$ cat config.mk
export PLATFORM = sky130hd
export DESIGN_NAME = dmem_arbiter
export DESIGN_NICKNAME = d
export VERILOG_FILES = /design/src/rtl/dmem_arbiter.sv
export SDC_FILE = /design/constraint.sdc
export NUM_CORES = 1
export LEC_CHECK = 0
export CAP_MARGIN = 0
export CORE_AREA = 5 5 115 117
export CTS_CLUSTER_SIZE = 30
export DETAILED_ROUTE_END_ITERATION = 8
export DIE_AREA = 0 0 120 122
export PLACE_DENSITY = 0.78
export RECOVER_POWER = 50
export SYNTH_ARGS = -nofsm -noshare
export SYNTH_HDL_FRONTEND = slang
export SYNTH_SLANG_ARGS = --single-unit
$ cat constraint.sdc
create_clock -name clk -period 3.45 [get_ports clk]
set_input_delay 0.69 -clock clk [delete_from_list [all_inputs] [get_ports clk]]
set_output_delay 0.69 -clock clk [all_outputs]
set_load 0.01 [all_outputs]
$ cat src/rtl/dmem_arbiter.sv
// dmem_arbiter: two-master data-memory arbiter with round-robin, locked bursts and starvation hand-over.
// Ports:
//   clk, rst                       clock, synchronous active-high reset
//   mN_req/we/addr/wdata/lock      requester N access (m0 = CPU MEM stage, m1 = loader/DMA)
//   mN_gnt                         access performed this cycle (combinational)
//   mN_rdata/mN_rvalid             registered read data and its one-cycle valid pulse
//   cpu_stall                      m0 requesting but not granted
//   align_err                      pulse one cycle after a granted misaligned access
//   mem_read/write/addr/wdata      data memory drive, mem_rdata combinational read data
module dmem_arbiter #(
    parameter int MAX_LOCK = 16,
    parameter int ADDR_W   = 32
) (
    input  logic              clk,
    input  logic              rst,
    input  logic              m0_req,
    input  logic              m0_we,
    input  logic [ADDR_W-1:0] m0_addr,
    input  logic [31:0]       m0_wdata,
    input  logic              m0_lock,
    output logic              m0_gnt,
    output logic [31:0]       m0_rdata,
    output logic              m0_rvalid,
    input  logic              m1_req,
    input  logic              m1_we,
    input  logic [ADDR_W-1:0] m1_addr,
    input  logic [31:0]       m1_wdata,
    input  logic              m1_lock,
    output logic              m1_gnt,
    output logic [31:0]       m1_rdata,
    output logic              m1_rvalid,
    output logic              cpu_stall,
    output logic              align_err,
    output logic              mem_read,
    output logic              mem_write,
    output logic [ADDR_W-1:0] mem_addr,
    output logic [31:0]       mem_wdata,
    input  logic [31:0]       mem_rdata
);
    localparam int CW = $clog2(MAX_LOCK + 1);
    localparam logic [CW-1:0] MAX_C = CW'(MAX_LOCK);

    typedef enum logic [1:0] {IDLE, LOCK0, LOCK1} state_t;

    state_t            state, state_n;
    logic [CW-1:0]     lock_cnt, cnt_n;
    logic              last_gnt;
    logic              own0, own1, cap, idle_g0, idle_g1, any_gnt, sel_we;
    logic [ADDR_W-1:0] sel_addr;
    logic [31:0]       sel_wdata;

    always_comb begin
        m0_gnt  = 1'b0;
        m1_gnt  = 1'b0;
        state_n = state;
        cnt_n   = lock_cnt;
        own0    = (state == LOCK0) & m0_req & m0_lock;
        own1    = (state == LOCK1) & m1_req & m1_lock;
        cap     = lock_cnt == MAX_C;
        // last_gnt = 1 means m1 was served last, so m0 wins the tie
        idle_g0 = m0_req & (~m1_req | last_gnt);
        idle_g1 = m1_req & ~idle_g0;
        if (own0) begin
            if (cap & m1_req) begin
                m1_gnt  = 1'b1;
                state_n = IDLE;
                cnt_n   = '0;
            end else begin
                m0_gnt = 1'b1;
                cnt_n  = cap ? MAX_C : lock_cnt + CW'(1);
            end
        end else if (own1) begin
            if (cap & m0_req) begin
                m0_gnt  = 1'b1;
                state_n = IDLE;
                cnt_n   = '0;
            end else begin
                m1_gnt = 1'b1;
                cnt_n  = cap ? MAX_C : lock_cnt + CW'(1);
            end
        end else begin
            // owner released (or no owner): arbitrate as IDLE, possibly entering a new lock
            m0_gnt  = idle_g0;
            m1_gnt  = idle_g1;
            state_n = (idle_g0 & m0_lock) ? LOCK0 : (idle_g1 & m1_lock) ? LOCK1 : IDLE;
            cnt_n   = (state_n == IDLE) ? '0 : CW'(1);
        end
        if (rst) begin
            m0_gnt = 1'b0;
            m1_gnt = 1'b0;
        end
    end

    assign any_gnt   = m0_gnt | m1_gnt;
    assign sel_we    = m1_gnt ? m1_we : m0_we;
    assign sel_addr  = m1_gnt ? m1_addr : m0_addr;
    assign sel_wdata = m1_gnt ? m1_wdata : m0_wdata;
    assign mem_read  = any_gnt & ~sel_we;
    // misaligned writes are suppressed; misaligned reads still fetch the word
    assign mem_write = any_gnt & sel_we & (sel_addr[1:0] == 2'b00);
    assign mem_addr  = any_gnt ? sel_addr : '0;
    assign mem_wdata = any_gnt ? sel_wdata : '0;
    assign cpu_stall = m0_req & ~m0_gnt;

    always_ff @(posedge clk) begin
        if (rst) begin
            state     <= IDLE;
            lock_cnt  <= '0;
            last_gnt  <= 1'b1;
            m0_rdata  <= '0;
            m1_rdata  <= '0;
            m0_rvalid <= 1'b0;
            m1_rvalid <= 1'b0;
            align_err <= 1'b0;
        end else begin
            state     <= state_n;
            lock_cnt  <= cnt_n;
            last_gnt  <= any_gnt ? m1_gnt : last_gnt;
            m0_rvalid <= m0_gnt & ~m0_we;
            m1_rvalid <= m1_gnt & ~m1_we;
            align_err <= any_gnt & (sel_addr[1:0] != 2'b00);
            if (m0_gnt & ~m0_we) m0_rdata <= mem_rdata;
            if (m1_gnt & ~m1_we) m1_rdata <= mem_rdata;
        end
    end
endmodule

==> out/metrics.json <==
{
  "status": {
    "outcome": "finished, violations left",
    "failed_checks": "setup timing"
  },
  "logic_synthesis": {
    "synth.ff_latch_count": 75,
    "biggest_area_consumer_among_synthesized_cells": "sky130_fd_sc_hd__dfxtp_1",
    "syn-mean-instance-area_um2": 10.3,
    "synth.net_count": 536,
    "synth.area.top_cells": "sky130_fd_sc_hd__dfxtp_1 40%, sky130_fd_sc_hd__a22o_1 15%, sky130_fd_sc_hd__mux2_2 9.0%",
    "cell_area_after_synthesis_mm2": 0.00376,
    "syn-instance-count": 366,
    "post-synth-top-area-fraction": 0.399,
    "synth.yosys.seq_area_share": 0.399,
    "ys_warn_count": 0,
    "yosysUniqueCellTypes": 41
  },
  "worst_setup_path": {
    "worst-setup-path-type": "in2out",
    "worst_ep_required_time_ns": 2.76,
    "worstSetupStartpointType": "primary input",
    "timing.critical_path.from": "m0_lock",
    "rr_worst_depth": 10,
    "cp-end-kind": "primary output",
    "crit_fanout": 27,
    "ff2ff_setup_slack_ns": 1.04,
    "worstReg2RegEnd": "m1_rdata[26]",
    "cp_data_arrival_time_ns": 2.77,
    "reg_to_reg_start": "lock_cnt[0]"
  },
  "layout": {
    "final_layout_size_suffix_gt1_frac": 0.151,
    "nets": 854,
    "area_growth_syn_to_layout_pct": 101,
    "design_area_mm2": 0.00755
  },
  "cts": {
    "clock_sinks": 75,
    "cts_max_path_buffers": 2,
    "holdBufCountCts": 0,
    "clock_insertion_delay_at_the_later_pin_of_the_skew_report_ns": 0.33,
    "clkSlewWorstSetupHoldPaths_ns": 0.06,
    "htreeDepth": 3,
    "cts-buffers-inserted": 9,
    "clock_tree_from_tritoncts": "built",
    "cts_root_buffer": "sky130_fd_sc_hd__clkbuf_16"
  },
  "timing": {
    "worstMarginPinSlew_ns": 0.585,
    "rsz0062_at_grt": "true",
    "worst_slew_margin_rel": 0.610,
    "clock-skew-final_ns": 0.00497,
    "timing.final.hold_violations": 0,
    "final.min_clock_period_ns": 3.46,
    "holdWs_ns": 0.454,
    "final_slew_violations": 0,
    "setup-violations-final": 1,
    "timing.final.ws_setup_ns": -0.00558,
    "period_share": 1.00,
    "fmax_ghz": 0.289
  },
  "grt": {
    "number_of_antenna_violations_at_the_first_check_in_global_routing": 2,
    "grtUsageMet3": 0.0850,
    "grt.busiest_layer": "met2",
    "met1_usage": 0.278,
    "first_global_vias": 4348,
    "grtUsageMet2": 0.401,
    "globalRouteOverflowTotal": 0,
    "grt_max_degree": 57,
    "gr-usage-all-layers": 0.239,
    "grt_first_pass_wirelength_mm": 26.4
  },
  "route": {
    "drt_iter0_markers": 184,
    "avgViaCountPerCell": 4.95,
    "vias": 4164,
    "post_drt_antenna_nets": 0,
    "detail_route.drc_violations": 0,
    "routed_wire_length_per_instance_um": 22.1,
    "detail_route.first_pass.iterations": 4,
    "route.final.wire_length_mm": 18.6
  },
  "min_path": {
    "worst_hold_startpoint": "m0_rdata[25]",
    "hold_path_end": "m0_rdata[25]",
    "hold_depth": 2,
    "holdCritPathClass": "reg2reg"
  },
  "pwr": {
    "power.density_mw_per_mm2": 350,
    "p_leak_nw": 3.52,
    "vdd_ir_drop_max_mv": 0.366
  },
  "placed_design": {
    "placed_cell_area_mm2": 0.00702,
    "hpwl_reported_at_the_end_of_detailed_placement_mm": 14.6,
    "io_buffer_count": 303,
    "pre_cts_ws_ns": -0.362,
    "place.gp.congestion": 0.974
  },
  "floorplan": {
    "ioPinCount": 304,
    "fp.dieH_um": 122,
    "rows": 41,
    "start_util": 0.307,
    "core_area_mm2": 0.0123,
    "horiz_die_dim_um": 120,
    "die-area_mm2": 0.0146
  },
  "job": {
    "max_cap_viol_count": 0
  }
}
area by class of cell:
type | count | area (um^2)
Timing Repair Buffer | 336 | 3310
Antenna cell | 2 | 5.00
Inverter | 14 | 52.6
Clock inverter | 5 | 77.6
Fill cell | 1036 | 4710
Tap cell | 150 | 188
Sequential cell | 75 | 1500
Clock buffer | 11 | 233
Multi-Input combinational cell | 248 | 2190
kinds of logic (layout without fill, tap and decap cells):
kind of cell | Yosys count | after routing | share of synthesized area
xor+xnor | 3 | 3 | 0.00698
buf+inv | 43 | 366 | 0.0585
compound gates | 84 | 84 | 0.192
simple gates | 95 | 95 | 0.150
fa+ha+maj | 2 | 2 | 0.00665
mux | 64 | 64 | 0.187
flops | 75 | 75 | 0.399
other cells | 0 | 2 | 0
Yosys cell counts (all sizes together):
| cell | n |
|---|---|
| clkbuf | 14 |
| ha | 2 |
| nor3 | 3 |
| and3 | 1 |
| a21oi | 5 |
| nand3b | 1 |
| inv | 14 |
| nand3 | 3 |
| mux2 | 52 |
| nand2b | 1 |
| nor2 | 7 |
| nor2b | 53 |
| dfxtp | 75 |
| nand4bb | 1 |
| o211a | 1 |
| xnor2 | 1 |
| xor2 | 2 |
| a22o | 65 |
| mux2i | 12 |
| nand2 | 15 |
| a21o | 1 |
| buf | 15 |
| a32o | 1 |
| a2111oi | 1 |
| or3b | 1 |
| a211oi | 2 |
| o2111ai | 1 |
| and4b | 2 |
| and4bb | 1 |
| nand4b | 2 |
| o21ai | 5 |
| or3 | 2 |
| a31oi | 1 |
| or2 | 2 |
| a31o | 1 |
stage by stage:
step                      cells  total power [mW]  utilization  TNS (ns)
after detailed placement    812              1.68        0.572    -14.96
after global routing        841              2.75        0.616   -0.0893
after floorplan             366              1.20            -         0
after CTS                   836              2.68        0.610    -0.123
final                       841              2.64        0.616  -0.00558
after global placement      812              1.67        0.572    -11.77
sequential cells by signal, indices dropped and copies added (netlist names):
register / flops
lock_cnt: 5
m0_rvalid: 1
m1_rvalid: 1
align_err: 1
state: 2
m0_rdata: 32
m1_rdata: 32
last_gnt: 1
cell usage in the layout (no fill, tap or decap), types with 9 or more instances in the layout:
cell type                         instances
sky130_fd_sc_hd__nor2b_1                 53
sky130_fd_sc_hd__dfxtp_1                 75
sky130_fd_sc_hd__a22o_4                  11
sky130_fd_sc_hd__nand2_1                 15
sky130_fd_sc_hd__mux2_2                  30
sky130_fd_sc_hd__a22o_1                  54
sky130_fd_sc_hd__mux2i_1                 12
sky130_fd_sc_hd__clkdlybuf4s50_1        163
sky130_fd_sc_hd__inv_1                   14
sky130_fd_sc_hd__clkbuf_16                9
sky130_fd_sc_hd__buf_4                   28
sky130_fd_sc_hd__dlygate4sd3_1           67
sky130_fd_sc_hd__clkdlybuf4s15_1         25
sky130_fd_sc_hd__dlygate4sd2_1           38
sky130_fd_sc_hd__mux2_1                  22
per-layer routing:
layer  share of wire  vias up
li1                -     1957
met1            0.40     1969
met2            0.48      207
met3           0.091       31
met4           0.028        0
met5               0        -
worst max-delay path by stage:
stage | end | cells after the start
global route | mem_addr[29] | 8
floorplan | mem_wdata[10] | 7
global placement | mem_wdata[28] | 9
CTS | mem_addr[0] | 8
finish | mem_addr[29] | 8
detailed placement | mem_wdata[28] | 7
power by group:
part | leakage (nW) | internal [mW] | total [mW] | switching (mW)
Combinational | 2.76 | 0.427 | 0.714 | 0.287
Clock | 0.150 | 0.631 | 0.992 | 0.361
Sequential | 0.613 | 0.914 | 0.936 | 0.0215
Total | 3.52 | 1.97 | 2.64 | 0.670
critical path, stage by stage:
cell and delay, ns:
sky130_fd_sc_hd__clkdlybuf4s50_1 0.43, sky130_fd_sc_hd__and4b_2 0.29, sky130_fd_sc_hd__a31o_4 0.24, sky130_fd_sc_hd__o211a_4 0.26, sky130_fd_sc_hd__buf_4 0.16, sky130_fd_sc_hd__buf_16 0.16
sky130_fd_sc_hd__a22o_1 0.24, sky130_fd_sc_hd__dlygate4sd2_1 0.28
repair_timing:
action	in CTS	in global routing
setup buffers	6	3
endpoints found under the hold margin	0	0
gates resized for setup	84	35
gates cloned	2	0
pin swaps	5	2
setup endpoints to repair	66	20
No activity file was read; power rests on OpenSTA's default activity.
